### config.mk
export PLATFORM = sky130hd
export DESIGN_NAME = sm4_key_sched
export DESIGN_NICKNAME = d
export VERILOG_FILES = /design/src/rtl/sm4_key_sched.sv
export SDC_FILE = /design/constraint.sdc
export NUM_CORES = 2
export LEC_CHECK = 0
export ABC_CLOCK_PERIOD_IN_PS = 5000
export CORE_ASPECT_RATIO = 0.8
export CORE_MARGIN = 5
export CORE_UTILIZATION = 45
export CTS_CLUSTER_SIZE = 24
export DETAILED_ROUTE_END_ITERATION = 10
export PLACE_DENSITY = 0.7
export SLEW_MARGIN = 20
export SYNTH_ARGS = -nofsm -noshare
export SYNTH_HDL_FRONTEND = slang
export SYNTH_SLANG_ARGS = --single-unit
### constraint.sdc
create_clock -name clk_sys -period 5 [get_ports clk_sys]
set_input_delay 1 -clock clk_sys [delete_from_list [all_inputs] [get_ports clk_sys]]
set_output_delay 1 -clock clk_sys [all_outputs]
set_load 0.02 [all_outputs]
### src/rtl/sm4_key_sched.sv
// SM4 key schedule: expands a 128-bit master key into 32 round keys at UNROLL rounds/cycle,
// stores them, and streams them in encrypt or decrypt order with replay and a random-access read port.
module sm4_key_sched #(
  parameter int UNROLL = 1
) (
  input  logic         clk_sys,
  input  logic         sys_rst_n,
  input  logic [127:0] key_in,
  input  logic         key_in_vld,
  output logic         key_in_rdy,
  input  logic         key_dec,
  input  logic         replay_vld,
  input  logic         replay_dec,
  output logic [31:0]  rkey_out,
  output logic [4:0]   rkey_idx,
  output logic         rkey_last,
  output logic         rkey_vld,
  input  logic         rkey_rdy,
  input  logic [4:0]   rd_idx,
  output logic [31:0]  rd_key,
  output logic         keys_ready,
  output logic         busy
);

  if (UNROLL != 1 && UNROLL != 2 && UNROLL != 4 && UNROLL != 8) begin : g_bad_unroll
    $error("sm4_key_sched: UNROLL must be 1, 2, 4 or 8");
  end

  localparam logic [4:0]   CNT_STEP = 5'(UNROLL);
  localparam logic [4:0]   LAST_CNT = 5'(32 - UNROLL);
  localparam logic [127:0] FK       = 128'ha3b1bac6_56aa3350_677d9197_b27022dc;

  localparam logic [7:0] SBOX [256] = '{
    8'hd6, 8'h90, 8'he9, 8'hfe, 8'hcc, 8'he1, 8'h3d, 8'hb7, 8'h16, 8'hb6, 8'h14, 8'hc2, 8'h28, 8'hfb, 8'h2c, 8'h05,
    8'h2b, 8'h67, 8'h9a, 8'h76, 8'h2a, 8'hbe, 8'h04, 8'hc3, 8'haa, 8'h44, 8'h13, 8'h26, 8'h49, 8'h86, 8'h06, 8'h99,
    8'h9c, 8'h42, 8'h50, 8'hf4, 8'h91, 8'hef, 8'h98, 8'h7a, 8'h33, 8'h54, 8'h0b, 8'h43, 8'hed, 8'hcf, 8'hac, 8'h62,
    8'he4, 8'hb3, 8'h1c, 8'ha9, 8'hc9, 8'h08, 8'he8, 8'h95, 8'h80, 8'hdf, 8'h94, 8'hfa, 8'h75, 8'h8f, 8'h3f, 8'ha6,
    8'h47, 8'h07, 8'ha7, 8'hfc, 8'hf3, 8'h73, 8'h17, 8'hba, 8'h83, 8'h59, 8'h3c, 8'h19, 8'he6, 8'h85, 8'h4f, 8'ha8,
    8'h68, 8'h6b, 8'h81, 8'hb2, 8'h71, 8'h64, 8'hda, 8'h8b, 8'hf8, 8'heb, 8'h0f, 8'h4b, 8'h70, 8'h56, 8'h9d, 8'h35,
    8'h1e, 8'h24, 8'h0e, 8'h5e, 8'h63, 8'h58, 8'hd1, 8'ha2, 8'h25, 8'h22, 8'h7c, 8'h3b, 8'h01, 8'h21, 8'h78, 8'h87,
    8'hd4, 8'h00, 8'h46, 8'h57, 8'h9f, 8'hd3, 8'h27, 8'h52, 8'h4c, 8'h36, 8'h02, 8'he7, 8'ha0, 8'hc4, 8'hc8, 8'h9e,
    8'hea, 8'hbf, 8'h8a, 8'hd2, 8'h40, 8'hc7, 8'h38, 8'hb5, 8'ha3, 8'hf7, 8'hf2, 8'hce, 8'hf9, 8'h61, 8'h15, 8'ha1,
    8'he0, 8'hae, 8'h5d, 8'ha4, 8'h9b, 8'h34, 8'h1a, 8'h55, 8'had, 8'h93, 8'h32, 8'h30, 8'hf5, 8'h8c, 8'hb1, 8'he3,
    8'h1d, 8'hf6, 8'he2, 8'h2e, 8'h82, 8'h66, 8'hca, 8'h60, 8'hc0, 8'h29, 8'h23, 8'hab, 8'h0d, 8'h53, 8'h4e, 8'h6f,
    8'hd5, 8'hdb, 8'h37, 8'h45, 8'hde, 8'hfd, 8'h8e, 8'h2f, 8'h03, 8'hff, 8'h6a, 8'h72, 8'h6d, 8'h6c, 8'h5b, 8'h51,
    8'h8d, 8'h1b, 8'haf, 8'h92, 8'hbb, 8'hdd, 8'hbc, 8'h7f, 8'h11, 8'hd9, 8'h5c, 8'h41, 8'h1f, 8'h10, 8'h5a, 8'hd8,
    8'h0a, 8'hc1, 8'h31, 8'h88, 8'ha5, 8'hcd, 8'h7b, 8'hbd, 8'h2d, 8'h74, 8'hd0, 8'h12, 8'hb8, 8'he5, 8'hb4, 8'hb0,
    8'h89, 8'h69, 8'h97, 8'h4a, 8'h0c, 8'h96, 8'h77, 8'h7e, 8'h65, 8'hb9, 8'hf1, 8'h09, 8'hc5, 8'h6e, 8'hc6, 8'h84,
    8'h18, 8'hf0, 8'h7d, 8'hec, 8'h3a, 8'hdc, 8'h4d, 8'h20, 8'h79, 8'hee, 8'h5f, 8'h3e, 8'hd7, 8'hcb, 8'h39, 8'h48
  };

  typedef enum logic [1:0] {IDLE, EXPAND, STREAM, DONE} state_t;

  state_t      state_q, state_d;
  logic [31:0] k_q [4];
  logic [31:0] k_d [4];
  logic [4:0]  cnt_q, cnt_d;
  logic [4:0]  ptr_q, ptr_d;
  logic        dec_q, dec_d;
  logic        keys_ready_q, keys_ready_d;
  logic [31:0] rd_key_q, rd_key_d;
  logic [31:0] store_q [32];
  logic [31:0] store_d [32];
  logic [31:0] rnd_key [UNROLL];
  logic [31:0] rnd_win [4];

  // CK_i byte j is (4i+j)*7 mod 256, so the word is four bytes spaced by 7 from 28*i.
  function automatic logic [31:0] ck_word(input logic [4:0] i);
    logic [7:0] base;
    base = 8'({i, 2'b00}) * 8'd7;
    return {base, base + 8'd7, base + 8'd14, base + 8'd21};
  endfunction

  function automatic logic [31:0] t_prime(input logic [31:0] a);
    logic [31:0] b;
    b = {SBOX[a[31:24]], SBOX[a[23:16]], SBOX[a[15:8]], SBOX[a[7:0]]};
    return b ^ {b[18:0], b[31:19]} ^ {b[8:0], b[31:9]};
  endfunction

  // Slide the four-word window through UNROLL chained rounds starting at round cnt_q.
  always_comb begin : round_chain
    logic [31:0] w0, w1, w2, w3, nk;
    w0 = k_q[0];
    w1 = k_q[1];
    w2 = k_q[2];
    w3 = k_q[3];
    for (int u = 0; u < UNROLL; u++) begin
      nk = w0 ^ t_prime(w1 ^ w2 ^ w3 ^ ck_word(cnt_q + 5'(u)));
      rnd_key[u] = nk;
      w0 = w1;
      w1 = w2;
      w2 = w3;
      w3 = nk;
    end
    rnd_win = '{w0, w1, w2, w3};
  end

  always_comb begin
    store_d = store_q;
    if (state_q == EXPAND) begin
      for (int u = 0; u < UNROLL; u++) store_d[cnt_q + 5'(u)] = rnd_key[u];
    end
  end

  assign key_in_rdy = (state_q == IDLE) || (state_q == DONE);
  assign rkey_vld   = (state_q == STREAM);
  assign rkey_last  = rkey_vld && (ptr_q == (dec_q ? 5'd0 : 5'd31));
  assign rkey_out   = rkey_vld ? store_q[ptr_q] : '0;
  assign rkey_idx   = rkey_vld ? ptr_q : '0;
  assign busy       = (state_q == EXPAND) || (state_q == STREAM);
  assign keys_ready = keys_ready_q;
  assign rd_key     = rd_key_q;
  assign rd_key_d   = store_q[rd_idx];

  always_comb begin
    state_d      = state_q;
    k_d          = k_q;
    cnt_d        = cnt_q;
    ptr_d        = ptr_q;
    dec_d        = dec_q;
    keys_ready_d = keys_ready_q;
    case (state_q)
      IDLE, DONE: begin
        // A new key always takes priority over a replay offered in the same cycle.
        if (key_in_vld) begin
          state_d      = EXPAND;
          k_d          = '{key_in[127:96] ^ FK[127:96], key_in[95:64] ^ FK[95:64],
                           key_in[63:32] ^ FK[63:32], key_in[31:0] ^ FK[31:0]};
          cnt_d        = '0;
          dec_d        = key_dec;
          keys_ready_d = 1'b0;
        end else if (state_q == DONE && replay_vld) begin
          state_d = STREAM;
          dec_d   = replay_dec;
          ptr_d   = replay_dec ? 5'd31 : 5'd0;
        end
      end
      EXPAND: begin
        k_d   = rnd_win;
        cnt_d = cnt_q + CNT_STEP;
        if (cnt_q == LAST_CNT) begin
          state_d      = STREAM;
          keys_ready_d = 1'b1;
          ptr_d        = dec_q ? 5'd31 : 5'd0;
        end
      end
      STREAM: begin
        if (rkey_rdy) begin
          if (rkey_last) state_d = DONE;
          else           ptr_d   = dec_q ? ptr_q - 5'd1 : ptr_q + 5'd1;
        end
      end
      default: state_d = IDLE;
    endcase
  end

  always_ff @(posedge clk_sys or negedge sys_rst_n) begin
    if (!sys_rst_n) begin
      state_q      <= IDLE;
      k_q          <= '{default: '0};
      cnt_q        <= '0;
      ptr_q        <= '0;
      dec_q        <= 1'b0;
      keys_ready_q <= 1'b0;
      rd_key_q     <= '0;
    end else begin
      state_q      <= state_d;
      k_q          <= k_d;
      cnt_q        <= cnt_d;
      ptr_q        <= ptr_d;
      dec_q        <= dec_d;
      keys_ready_q <= keys_ready_d;
      rd_key_q     <= rd_key_d;
    end
  end

  // The key store needs no reset: its contents are masked by keys_ready.
  always_ff @(posedge clk_sys) begin
    store_q <= store_d;
  end

endmodule

Word-level counts from Yosys, hierarchy flattened. Memory sizes are Yosys's and may differ from the RTL's. Index checks and enable logic that the tools add are counted. W data, S select, Z words.

Input bits: 140. Bits in registers: 1198. Logic and storage cells: 149. Output and inout bits: 74. Memories: 4. ROM bits: 8192.

Bitwise operators: 17. Reductions and logical operators: 14. Multipliers: 1. Add/subtract/negate cells: 6. $lt $le $gt $ge: 8. Muxes and demuxes: 44. Eq/ne operators: 13.

Memories: (no name shown) (depth 256, bits a word 8, rd ports 1, clocked after Yosys merged registers in 0, wr ports 0, RTL line 76) `b = {SBOX[a[31:24]], SBOX[a[23:16]], SBOX[a[15:8]], SBOX[a[7:0]]};`; (no name shown) (depth 256, bits a word 8, rd ports 1, clocked after Yosys merged registers in 0, wr ports 0, RTL line 76); (no name shown) (depth 256, bits a word 8, rd ports 1, clocked after Yosys merged registers in 0, wr ports 0, RTL line 76); (no name shown) (depth 256, bits a word 8, rd ports 1, clocked after Yosys merged registers in 0, wr ports 0, RTL line 76).

Operators with widths (count): $bwmux W1024 (1); $bmux W32 S5 (2); $pmux W128 S2 (1); $mux W32 (6); $xor A32 B32 Y32 (6); $demux W32 S5 (1); $mux W128 (1); $mux W8 (8); $mux W5 (11); $ge A9 B9 Y1 const B (4); $not A8 Y9 (4); $not A14 Y14 (2); $not A19 Y19 (1); $ge A6 B6 Y1 const B (3); $not A5 Y6 (3); $not A17 Y17 (1); $pmux W5 S3 (1); $add A5 B1 Y5 const B (2); $mux W2 (5); $ne A2 B2 Y1 const B (5); $pmux W5 S2 (1); $add A8 B3 Y8 const B (1); $add A8 B4 Y8 const B (1); $add A8 B5 Y8 const B (1); 21 further kinds (31).

Logic depth before layout (Yosys ltp).
Word-level depth: 11. Mapped depth: 20. Depth with buffers taken out: 14.

Worst setup path before layout. OpenSTA, ideal clock, no wires.

Path kind: reg2reg. Start point: reg cnt_q[0]. End point: reg store_q[1018] in the netlist's numbering, data pin. Stages on the path, launching flop included: 14. Buffers on the path: 2. Path slack: -544 ps. Data required time: 4605 ps. Period minus slack after synthesis: 5544 ps. Data arrival time: 5149 ps. Library setup time: 395 ps. Cells stage by stage: dfrtp_1 > fa_1 > ha_1 > fa_1 > buf_2 > xor2_1 > xor2_1 > clkbuf_1 > nor2_1 > a2111oi_0 > nor2_1 > mux2i_1 > or4_1 > xnor2_1.

RTL lines: start, declared (RTL line 57) `logic [4:0] cnt_q, cnt_d;`; start signal, assigned (RTL line 169) `cnt_q <= cnt_d;`; end signal, assigned (RTL line 179) `store_q <= store_d;`; end, declared (RTL line 62) `logic [31:0] store_q [32];`.

==> results.txt <==
- CTS sink cnt: 1198
- Of the cells placed in the final design, the portion with a size suffix greater than 1 is 0.329.
- By area the synthesized netlist is led by edfxtp_1, mux4_2, dfrtp_1.
- Most used flip-flop cell after synthesis: edfxtp_1
- The floorplan has 129 rows.
* FF-to-FF Start: cnt_q[2]
* Fillers: 12400
* Worst Skew: 0.0618 ns
- Final hold violation count: 0
- Routability-driven placement finished with a final weighted congestion of 1.03.
- The largest individual stage delay along the critical path comes from the cell fa_2.
- The path class of the tightest hold or removal check is in -> async.
* Die area: 162000 um2
- Setup repair after global routing could not meet its margin everywhere.
* Shortest clock period the worst path allows after layout: 4.99 ns
* Largest net degree at the start of global routing: 80
- Once detail routing completed, the nets flagged for antenna violations numbered 0.
- Via count: 55300
- CTS hold repair buffers: 0
- When the netlist entered floorplanning its net count stood at 5278.
- Clock-pin slew of the registers on the worst-case setup and hold paths: 0.07 ns
* Share of synthesized registers carrying an async set or reset: 0.145
- Die width: 449 um
- Area growth from synthesis to layout: 22.9%
- In the layout the commonest cells are edfxtp_1, buf_4, mux4_2.
- The number of max-slew violations in the final report came to 0.
- In the final routed layout, each cell accounts on average for 35.5 um.
- By startpoint and endpoint, the worst setup path is classified as reg -> reg.
* Portion of the clock cycle consumed by the worst path in the final layout: 0.997
* Element type at the critical path start: flop
- Combined flip-flop and latch cell area: 35100 um2
- Each instance of the synthesized netlist takes up on average 13.7 um2.
- The number of clock buffers added by TritonCTS is 114.
- Result of the run: complete, no violations
- For this run, the slowest stage of the critical path takes 0.62 ns.
- DRC viols: 0
* Detailed-routing iteration count for the pre-antenna-repair pass: 8
* Fin cells: 7929
- Maximum root-to-sink buffer count: 3
- The share of the Yosys chip area taken by registers is 0.505.
- The synthesized netlist occupies a cell area of 69500 um2.
- Static timing analysis puts the maximum clock frequency at 201 MHz.
- The share of synthesized area in the top cell type comes to 0.443.
* Cells along the critical path: fa_1 > ha_2 > fa_2 > buf_12 > buf_4 > xnor2_1 > buf_4 > xor3_2 > buf_12 > a311oi_1 > a311oi_1 > a311oi_1 > o211ai_2 > xnor2_1 > xnor2_2 > xor2_4 > buf_12
* Via count of the first global-routing pass: 54500
- After detailed placement, the design holds a cell count of 7685.
* Kind of capture point of the worst setup path: flop
- The critical path contains buffers and inverters numbering 5 combined.
- The H-tree was split into 3 levels.
- Most common library cell in the layout ignoring fill and taps: edfxtp_1
- Nets: 6009
* Count of distinct cell types in the synthesized netlist: 103
* Count of state elements after synthesis: 1198
- Total global routing overflow: 0
- Final setup violation count: 0
- The number of antenna violations at the first check in global routing was 7.
- Via density per instance: 6.98
* Worst path arrival time: 5.42 ns
- 214 I/O pins were placed.
* Critical path fanouts, max: 32
- Core box area: 154000 um2
* Max-slew headroom at the worst pin: 0.335
- Yosys printed 0 warnings.
- Wire length of the first global-routing pass: 402000 um
- Summing all multi-input logic gate instances after layout gives 33600 um2.
- Kind of cell with the highest combined delay on the critical path: adder cells
- Clock tree from TritonCTS: yes
- Critical Path RT: 5.43 ns
- The routed design has 282000 um of wire.
- Input and output buffers added on the ports amount to 213.
* Count of mapped cells out of synthesis: 5068
- For the worst-skew pair, the clock arrives at the later sink with an insertion delay of 0.76 ns.
- Startpoint of the most critical setup path: cnt_q[2]
- Summed over all instances, the cell type with the most area after synthesis is edfxtp_1.
- At the pin with the least slew margin, the transition time is 0.996 ns.
* Starting utilization of the core area: 0.451
- The tool flagged a number of max-cap violations equal to 0.
* Height of the die: 361 um
- The tree is rooted in a clkbuf_16.
* Number of flops mapped to enable cells by yosys: 1024
- DP Wirelength: 189000 um
- DRT iter0 DRCs: 8788
- For this run, the total global-route usage over all layers was measured as 0.339.
## through the flow
stage	TNS (ns)	utilization	hold WS [ns]	area [um2]	worst slack, ns
after floorplan	-3.48	-	0.469	69700	-0.109
after global placement	-298.32	0.525	0.489	80800	-0.580
after detailed placement	-258.65	0.525	0.496	80800	-0.615
after CTS	0	0.552	0.257	84900	0.000745
after global routing	-0.353	0.555	0.256	85400	-0.0174
final	0	0.555	0.210	85400	0.0144
## routing by layer
metal	vias up	GRT usage	wire [um]
met5	-	0	21
met4	4	0.131	13100
met3	734	0.0817	34500
met2	4206	0.514	126000
met1	28300	0.478	108000
li1	22100	-	-
## layout make-up
cell class,instances,area share
flip-flops and latches,1198,0.411
clock buffers,144,0.0355
repair buffers,1089,0.120
multi-input cells,3362,0.394
well taps,2030,0.0297
diodes,3,0.0000879
inverters,34,0.00149
clock inverters,69,0.00787
## logic make-up after synthesis
group           share of synthesized area
xor+xnor                           0.0341
compound gates                      0.114
mux                                 0.232
buf+inv                            0.0302
simple gates                       0.0707
flops                               0.505
fa+ha+maj                          0.0134
## worst reg2reg max path: stages (launching register included)
cell and delay (ns):
dfrtp_1 0.40, fa_1 0.49, ha_2 0.20, fa_2 0.62
buf_12 0.13, buf_4 0.15, xnor2_1 0.13, buf_4 0.16
xor3_2 0.36, buf_12 0.20, a311oi_1 0.30, a311oi_1 0.10
a311oi_1 0.40, o211ai_2 0.23, xnor2_1 0.30, xnor2_2 0.14
xor2_4 0.19, buf_12 0.17
## registers in the layout, summed over array words and instances (netlist names), 5 cells and up
| name | flops |
|---|---|
| cnt_q | 5 |
| ptr_q | 5 |
| round_chain.w0 | 32 |
| round_chain.w1 | 32 |
| store_q | 1024 |
| rd_key | 32 |
| k_q | 32 |
| round_chain.w2 | 32 |
## synth_stat cells (26+ instances only)
library cell	number
edfxtp_1	1024
mux4_2	647
nor2_1	397
nand2_1	369
a21oi_1	317
clkbuf_1	291
o21ai_0	221
dfrtp_1	174
mux2i_1	116
xnor2_1	111
nor3_1	100
buf_2	94
nand3_1	90
buf_1	72
ha_1	64
a31oi_1	59
o211ai_1	54
a211oi_1	51
a311oi_1	48
xor2_1	44
a221oi_1	36
mux2_2	34
o311ai_0	34
o221ai_1	31
and3_1	30
o22ai_1	28
nor4_1	26
## worst paths after layout
check                                    endpoint  slack [ns]  cells after the start
worst min-delay path                   rd_key[16]        0.21                      1
worst max register to register       store_q[320]        0.01                     17
min in group clk_sys                     k_q[104]        0.51                      2
worst max-delay path                 store_q[320]        0.01                     17
worst min register to register           k_q[104]        0.51                      2
max in group asynchronous       round_chain.w1[4]        3.62                      2
## repair_timing
action | in CTS | in global routing
gates resized for setup | 58 | 58
pin swaps | 10 | 26
gates cloned | 1 | 1
setup endpoints to repair | 1028 | 1023
buffers inserted | 11 | 16
Power is left out: the tool's default activity adds up to more than one toggle a clock period on the data nets, which glitch-free logic cannot reach.
